**src/rtl/dmg_lcd_capture_if.sv**
```systemverilog
`default_nettype none
// ============================================================================
// Module      : dmg_lcd_capture_if
// Description : VRAM write bus carrying captured DMG LCD pixels.
//               The master side drives the bus and the slave side receives it.
// Revision    : 1.0 - initial release
// ============================================================================
interface dmg_lcd_capture_if;
    logic [15:0] vram_addr;   // [15:8] line, [7:0] pixel
    logic [1:0]  vram_data;   // pixel shade
    logic        vram_we;     // one-cycle write strobe

    modport master (
        output vram_addr,
        output vram_data,
        output vram_we
    );

    modport slave (
        input  vram_addr,
        input  vram_data,
        input  vram_we
    );
endinterface
`default_nettype wire

```
**src/rtl/dmg_lcd_capture.sv**
```systemverilog
`default_nettype none
// ============================================================================
// Module      : dmg_lcd_capture
// Description : Captures the Game Boy DMG LCD pixel stream into VRAM writes.
//               All LCD signals are asynchronous. They are synchronized into
//               clk_8m and edge-detected, and they drive an x/y address
//               generator that is gated by a frame-lock state machine.
// Revision    : 1.0 - initial release
// ============================================================================
module dmg_lcd_capture #(
    parameter int H_PIXELS       = 160,
    parameter int V_LINES        = 144,
    parameter int TIMEOUT_CYCLES = 20000,
    parameter bit INVERT_DATA    = 1'b0
) (
    input  wire                       clk_8m,
    input  wire                       rst,
    input  wire                       lcd_clk,
    input  wire                       lcd_hsync,
    input  wire                       lcd_vsync,
    input  wire                       lcd_d0,
    input  wire                       lcd_d1,
    dmg_lcd_capture_if.master         vram,
    output logic                      frame_start,
    output logic                      locked,
    output logic                      overrun
);

    // Bit positions inside the synchronizer vectors.
    localparam int c_B_CLK = 4;
    localparam int c_B_HS  = 3;
    localparam int c_B_VS  = 2;

    localparam logic [7:0] c_H_MAX  = 8'(H_PIXELS);
    localparam logic [7:0] c_Y_LAST = 8'(V_LINES - 1);

    localparam int                c_TO_W     = $clog2(TIMEOUT_CYCLES + 1);
    localparam logic [c_TO_W-1:0] c_TO_LIMIT = c_TO_W'(TIMEOUT_CYCLES);

    localparam logic [0:0] c_ST_WAIT_FRAME = 1'b0;
    localparam logic [0:0] c_ST_ACTIVE     = 1'b1;

    logic [4:0]        w_async;
    logic [4:0]        r_sync1;
    logic [4:0]        r_sync2;
    logic              r_clk_s3;
    logic              r_hs_s3;

    logic              w_pix_fall;
    logic              w_hs_rise;
    logic              w_vs;
    logic [1:0]        w_pix;

    logic [0:0]        r_state;
    logic [0:0]        w_state_next;

    logic [7:0]        r_x;
    logic [7:0]        r_y;
    logic              r_inhibit;
    logic [c_TO_W-1:0] r_timeout;
    logic              w_timeout_hit;

    assign w_async = {lcd_clk, lcd_hsync, lcd_vsync, lcd_d1, lcd_d0};

    // Edge detection compares the second synchronizer stage with the third
    // flop. Data and vsync are read from the same second stage, so they line
    // up with the edge that was detected.
    assign w_pix_fall    = r_clk_s3 & ~r_sync2[c_B_CLK];
    assign w_hs_rise     = ~r_hs_s3 & r_sync2[c_B_HS];
    assign w_vs          = r_sync2[c_B_VS];
    assign w_pix         = INVERT_DATA ? ~r_sync2[1:0] : r_sync2[1:0];
    assign w_timeout_hit = (r_timeout >= c_TO_LIMIT);
    assign locked        = (r_state == c_ST_ACTIVE);

    // Two-flop synchronizers on every LCD input, plus an edge flop on lcd_clk and hsync.
    always_ff @(posedge clk_8m) begin
        if (rst) begin
            r_sync1  <= '0;
            r_sync2  <= '0;
            r_clk_s3 <= 1'b0;
            r_hs_s3  <= 1'b0;
        end else begin
            r_sync1  <= w_async;
            r_sync2  <= r_sync1;
            r_clk_s3 <= r_sync2[c_B_CLK];
            r_hs_s3  <= r_sync2[c_B_HS];
        end
    end

    // Lock state register.
    always_ff @(posedge clk_8m) begin
        if (rst) begin
            r_state <= c_ST_WAIT_FRAME;
        end else begin
            r_state <= w_state_next;
        end
    end

    // Lock on a vsync-marked hsync edge, and drop lock after a long hsync silence.
    always_comb begin
        w_state_next = r_state;
        case (r_state)
            c_ST_WAIT_FRAME: begin
                if (w_hs_rise && w_vs) begin
                    w_state_next = c_ST_ACTIVE;
                end
            end
            c_ST_ACTIVE: begin
                if (!w_hs_rise && w_timeout_hit) begin
                    w_state_next = c_ST_WAIT_FRAME;
                end
            end
            default: w_state_next = c_ST_WAIT_FRAME;
        endcase
    end

    // Hsync watchdog. It saturates at the limit so that it never wraps while unlocked.
    always_ff @(posedge clk_8m) begin
        if (rst) begin
            r_timeout <= '0;
        end else if (w_hs_rise) begin
            r_timeout <= '0;
        end else if (!w_timeout_hit) begin
            r_timeout <= r_timeout + 1'b1;
        end
    end

    // Address generation and registered VRAM writes. The pixel write uses
    // the current {y, x}. The line update comes later in this block, so it
    // wins on x when both edges arrive in the same cycle.
    always_ff @(posedge clk_8m) begin
        if (rst) begin
            r_x            <= '0;
            r_y            <= '0;
            r_inhibit      <= 1'b0;
            vram.vram_we   <= 1'b0;
            vram.vram_addr <= '0;
            vram.vram_data <= '0;
            frame_start    <= 1'b0;
            overrun        <= 1'b0;
        end else begin
            vram.vram_we <= 1'b0;
            frame_start  <= 1'b0;

            if (r_state == c_ST_WAIT_FRAME) begin
                if (w_hs_rise && w_vs) begin
                    r_x         <= '0;
                    r_y         <= '0;
                    r_inhibit   <= 1'b0;
                    frame_start <= 1'b1;
                    overrun     <= 1'b0;
                end
            end else begin
                if (w_pix_fall && !r_inhibit) begin
                    if (r_x < c_H_MAX) begin
                        vram.vram_we   <= 1'b1;
                        vram.vram_addr <= {r_y, r_x};
                        vram.vram_data <= w_pix;
                        r_x            <= r_x + 8'd1;
                    end else begin
                        overrun <= 1'b1;
                    end
                end

                if (w_hs_rise) begin
                    r_x <= '0;
                    if (w_vs) begin
                        r_y         <= '0;
                        r_inhibit   <= 1'b0;
                        frame_start <= 1'b1;
                        overrun     <= 1'b0;
                    end else if (r_y < c_Y_LAST) begin
                        r_y <= r_y + 8'd1;
                    end else begin
                        // An extra line past the bottom of the frame: block writes until the next frame.
                        overrun   <= 1'b1;
                        r_inhibit <= 1'b1;
                    end
                end
            end
        end
    end

endmodule
`default_nettype wire

```
**src/flat_wrapper.sv**
```systemverilog
// flat-port wrapper written by rule: the top's interface ports become plain ports
module dmg_lcd_capture_flat 
#(
    parameter int H_PIXELS       = 160,
    parameter int V_LINES        = 144,
    parameter int TIMEOUT_CYCLES = 20000,
    parameter bit INVERT_DATA    = 1'b0
)
  (clk_8m, rst, lcd_clk, lcd_hsync, lcd_vsync, lcd_d0, lcd_d1, frame_start, locked, overrun, vram_vram_addr, vram_vram_data, vram_vram_we);
  dmg_lcd_capture_if vram_i ();
  input  wire clk_8m;
  input  wire rst;
  input  wire lcd_clk;
  input  wire lcd_hsync;
  input  wire lcd_vsync;
  input  wire lcd_d0;
  input  wire lcd_d1;
  output logic frame_start;
  output logic locked;
  output logic overrun;
  output wire logic [$bits(vram_i.vram_addr)-1:0] vram_vram_addr;
  output wire logic [$bits(vram_i.vram_data)-1:0] vram_vram_data;
  output wire logic [$bits(vram_i.vram_we)-1:0] vram_vram_we;
  assign vram_vram_addr = vram_i.vram_addr;
  assign vram_vram_data = vram_i.vram_data;
  assign vram_vram_we = vram_i.vram_we;
  dmg_lcd_capture #(.H_PIXELS(H_PIXELS), .V_LINES(V_LINES), .TIMEOUT_CYCLES(TIMEOUT_CYCLES), .INVERT_DATA(INVERT_DATA)) u_core (.clk_8m(clk_8m), .rst(rst), .lcd_clk(lcd_clk), .lcd_hsync(lcd_hsync), .lcd_vsync(lcd_vsync), .lcd_d0(lcd_d0), .lcd_d1(lcd_d1), .vram(vram_i), .frame_start(frame_start), .locked(locked), .overrun(overrun));
endmodule
```
**config.mk**
```make
export PLATFORM = sky130hd
export DESIGN_NAME = dmg_lcd_capture_flat
export DESIGN_NICKNAME = d
export VERILOG_FILES = /design/src/rtl/dmg_lcd_capture_if.sv /design/src/rtl/dmg_lcd_capture.sv /design/src/flat_wrapper.sv
export SDC_FILE = /design/constraint.sdc
export NUM_CORES = 1
export LEC_CHECK = 0
export BUFFER_PORTS_ARGS = -buffer_cell sky130_fd_sc_hd__clkbuf_2
export CORE_MARGIN = 8
export CORE_UTILIZATION = 57
export DETAILED_ROUTE_END_ITERATION = 10
export PLACE_DENSITY = 0.8
export SLEW_MARGIN = 20
export SYNTH_ARGS = -nofsm -noshare
export SYNTH_HDL_FRONTEND = slang
export SYNTH_SLANG_ARGS = --single-unit
```
**constraint.sdc**
```tcl
create_clock -name clk_8m -period 2 [get_ports clk_8m]
set_clock_uncertainty 0.1 [all_clocks]
set_input_delay 0.4 -clock clk_8m [delete_from_list [all_inputs] [get_ports clk_8m]]
set_output_delay 0.4 -clock clk_8m [all_outputs]
set_load 0.1 [all_outputs]
```
==> results <==
- Of the cells placed in the final design, the portion with a size suffix greater than 1 is between 15 and 20%.
- The slew at the pin with the worst max-slew slack is 0.668 ns.
- A synthesized cell averages roughly 8.5 um^2.
- After routing the design area is approximately 0.0032 mm^2.
- The floorplan row count is 25.
- The critical path goes through clkbuf_2.
- The sink of the worst hold path is u_core.r_sync1[0].
- The synthesized design contains 66 register bits.
- The flow ran to the end, and the final reports show no timing, DRC or antenna violations.
- Counting the buffers created by CTS gives 9.
- The fraction of the core area covered by cells at the end of the flow is just under 70%.
- The time the final worst path needs with I/O delays and setup is 1.84 ns.
- The TritonCTS clock tree is done.
- The number of nets in the synthesized netlist is 334.
- Counting tap cells, the placed design contains a total of roughly 400 instances.
- The die is 85.5 um wide.
- The antenna diode instance count is 0.
- Among all stages on the critical path, the largest delay is contributed by clkbuf_2.
- The number of cells traversed by the worst register-to-register path is 4.
- The total of max-cap violations is 0.
- The classification of the worst-slack hold path is input pin to register.
- The part of the cycle the worst path needs is between 90 and 100%.
- The worst hold path was traced through 2 stages.
- The depth of the CTS H-tree is 3.
- After clock tree synthesis, the repair step resized 0 gates.
- Across all register-to-register paths, the minimum setup slack is ~0.18 ns.
- The final number of setup-violating endpoints is 0.
- Excluding fillers, the count of instances in the completed layout stands at 415.
- In this run the power density over the cells is slightly above 800 mW/mm^2.
- The placed instances occupy a cell area of between 0.002 and 0.003 mm^2.
- The capture instance of the worst register-to-register path is u_core.r_timeout[12].
- The setup TNS is 0 ns.
- The final count of pins violating max slew is 0.
- After detailed routing, the average wire length per cell comes to 13.5 um.
- The total of buffers placed on input and output ports is 28.
- At the worst endpoint, the arrival time is between 1 and 1.5 ns.
- The tightest hold margin is ~0.17 ns.
- The share of the yosys chip area belonging to registers is about half.
- The global-route wire length before repair is 9890 um.
- By area the synthesized netlist is led by dfxtp_1 48%, a21oi_1 8.0%, nand2_1 7.2%.
- STA classifies the critical path endpoint as a primary output.
- Summed over all layers, the global routing overflow is 0.
- The number of antenna violations at the first check in global routing is 0.
- The net count of the finished layout is ~370.
- The region available for standard cell placement spans ~0.0047 mm^2.
- At the later pin of the worst-skew pair, clock insertion delay measures between 0.3 and 0.4 ns.
- In this run, the number of DRC markers left after iteration 0 of detailed routing was 200.
- Clock-pin slew was measured on the worst setup and hold paths at about 0.070 ns.
- The mapped cell area is 0.00275 mm^2.
- The I/O pin count is 29.
- In this run the remaining antenna-violating nets after routing total 0.
- In this run the clock root is driven by a clkbuf_8.
- The first-pass iteration count of the detailed router is 4.
- The number of buffers inserted by hold repair at cts is 0.
- The number of global-route vias before repair is between 2000 and 2500.
- In this run the vertical extent of the chip is 85.5 um.
- Entering global routing, the biggest net connects 25 pins.
- Derived from the worst setup path, the maximum achievable clock frequency is approximately 540 MHz.
- The number of vias after detailed routing is between 2000 and 2500.
- Using the TritonRoute via totals, the vias-per-cell ratio works out to ~5.7.
- The setup path with the least slack is of type register to primary output.
- The worst register-to-register path begins at u_core.r_timeout[5].
- The reported leakage power is 1.16 nW.
- The origin of the worst min-delay path is lcd_d0.
- Setup repair after global routing left no endpoint under its margin.
- In this design, the stage delay of the slowest critical-path cell is 0.52 ns.
- The die footprint is 0.00731 mm^2.
- At the end of routability-driven placement, the weighted congestion stood at roughly 0.84.
- The total DRC errors in the routed layout is 0.
- Synthesis produced a netlist whose cell count is 323.
- Counting both buffers and inverters, the worst setup path holds a total of 1.
- Measured against its own limit, the worst slew margin works out to 55.3%.
- The total wirelength of the detailed-routed design is 5620 um.
- The final count of hold timing violations is 0.
- The post-CTS setup-driven buffer insertion count is 0.
- The highest fanout seen on the critical path is 16.
- The count of unique library cells instantiated by Yosys is 42.
- The area fraction of the dominant cell type after synthesis is between 40 and 50%.
- Counting along the longest clock path gives a buffer depth of 2.
- IR analysis of the VDD net gives a maximum drop of ~700 uV.
- The sort of element at the start of the critical path is a register.
- The warning count from the yosys run is 0.
- The half-perimeter wire length after detailed placement is a little under 4000 um.
- The top cell family by delay on the critical path is buffers and inverters.
- Global routing used approximately 17% of the available tracks.
- The number of sinks driven by the clock tree is 66.
- STA puts the critical path data required time at 1.50 ns.
- The starting utilization of the core area is 58.7%.
- Compared with the post-synthesis result, the final layout area differs by 15.6%.
- The cell taking the most area after synthesis is dfxtp_1.
[synth_stat cells (all sizes together)]
| library cell | count |
|---|---|
| o211ai | 2 |
| o21ai | 21 |
| a32oi | 3 |
| nand4 | 8 |
| nor2 | 9 |
| xnor2 | 1 |
| and4 | 3 |
| dfxtp | 66 |
| nand2b | 5 |
| a31oi | 3 |
| or2 | 2 |
| a21o | 2 |
| nor4b | 1 |
| o2111ai | 1 |
| nand2 | 54 |
| nand4b | 1 |
| ha | 4 |
| nor2b | 16 |
| o21a | 2 |
| o31ai | 2 |
| a211oi | 2 |
| nor4 | 1 |
| or3 | 12 |
| mux2i | 1 |
| a211o | 1 |
| buf | 5 |
| a21oi | 44 |
| clkbuf | 11 |
| inv | 5 |
| nor3 | 1 |
| or4 | 7 |
| nand3 | 17 |
| nor3b | 2 |
| and3 | 4 |
| a311oi | 2 |
| nand3b | 2 |
[per-stage QoR]
stage	setup WS, ns	power, mW
6_report	0.160	2.61
5_1_grt	0.0203	2.72
4_1_cts	0.146	2.64
3_5_place_dp	0.187	1.46
3_3_place_gp	0.255	1.45
2_1_floorplan	0.150	1.43
[layout make-up]
| class | count | area (um^2) |
|---|---|---|
| Sequential cell | 66 | 1320 |
| Multi-Input combinational cell | 236 | 1350 |
| Timing Repair Buffer | 38 | 215 |
| Clock inverter | 5 | 78.8 |
| Clock buffer | 11 | 131 |
| Tap cell | 54 | 67.6 |
| Inverter | 5 | 18.8 |
| Fill cell | 393 | 1510 |
[how the worst max path moves through the flow]
stage / startpoint / end / slack, ns / depth (start not counted)
3_5_place_dp: u_core.r_timeout[6] / u_core.r_timeout[12] / 0.19 / 4
4_1_cts: u_core.locked / locked / 0.15 / 1
3_3_place_gp: u_core.r_timeout[5] / u_core.r_timeout[12] / 0.25 / 4
2_1_floorplan: u_core.locked / u_core.r_y[6] / 0.15 / 4
5_1_grt: u_core.r_timeout[5] / u_core.r_timeout[12] / 0.02 / 4
6_report: u_core.locked / locked / 0.16 / 1
[cells by family after synthesis]
group | count (synthesis) | synth area share [%]
xor gates and xnor gates | 1 | 0.318
muxes | 1 | 0.364
AOI/OAI and AO/OA | 85 | 17.6
buffers and inverters | 21 | 3.05
and+or+nand+nor | 145 | 28.8
DFF | 66 | 48.0
adders and majority gates | 4 | 1.82
[layer usage]
| metal | vias to the layer above | GRT usage [%] | wire length (um) |
|---|---|---|---|
| met4 | 0 | 8.92 | 80 |
| li1 | 1219 | - | - |
| met1 | 1061 | 20.3 | 2640 |
| met3 | 8 | 3.72 | 247 |
| met5 | - | 0 | 0 |
| met2 | 61 | 26.4 | 2650 |
[layout by cell type (no fill, tap or decap), types with 2 or more instances in the layout]
master     netlist  layout
a311oi_1         2       2
and3_1           4       4
nand2_1         53      53
dfxtp_1         66      65
bufinv_16        0       2
nand3_1         17      17
or3_1           12      12
a31oi_1          3       3
clkbuf_8         0       9
a21o_1           2       2
o211ai_1         2       2
ha_1             4       4
o21a_1           2       2
clkbuf_1        11       2
a21oi_1         44      44
or2_2            2       2
a32oi_1          3       3
nand2b_1         5       5
nor2_1           9       9
o31ai_1          2       2
o21ai_0         19      19
nor2b_1         16      16
clkinv_2         0       2
and4_1           2       2
nand3b_1         2       2
clkbuf_2         0      28
buf_4            0      10
o21ai_1          2       2
nand4_1          8       8
inv_1            5       5
or4_1            7       7
[sequential cells by signal, summed over array words and instances, names as in the netlist]
signal                 count
u_core.r_timeout          15
u_core.r_inhibit           1
u_core.vram.vram_we        1
u_core.vram.vram_data      2
u_core.r_y                 8
u_core.r_sync2             5
u_core.frame_start         1
u_core.r_x                 8
u_core.r_hs_s3             1
u_core.r_sync1             5
u_core.r_clk_s3            1
u_core.locked              1
u_core.vram.vram_addr     16
u_core.overrun             1
[report_power, final]
| group | switching [mW] | internal [mW] |
|---|---|---|
| combinational | 0.0548 | 0.0313 |
| sequential | 0.0118 | 1.33 |
| clock | 0.482 | 0.701 |
Power figures use the tool's default switching activity.
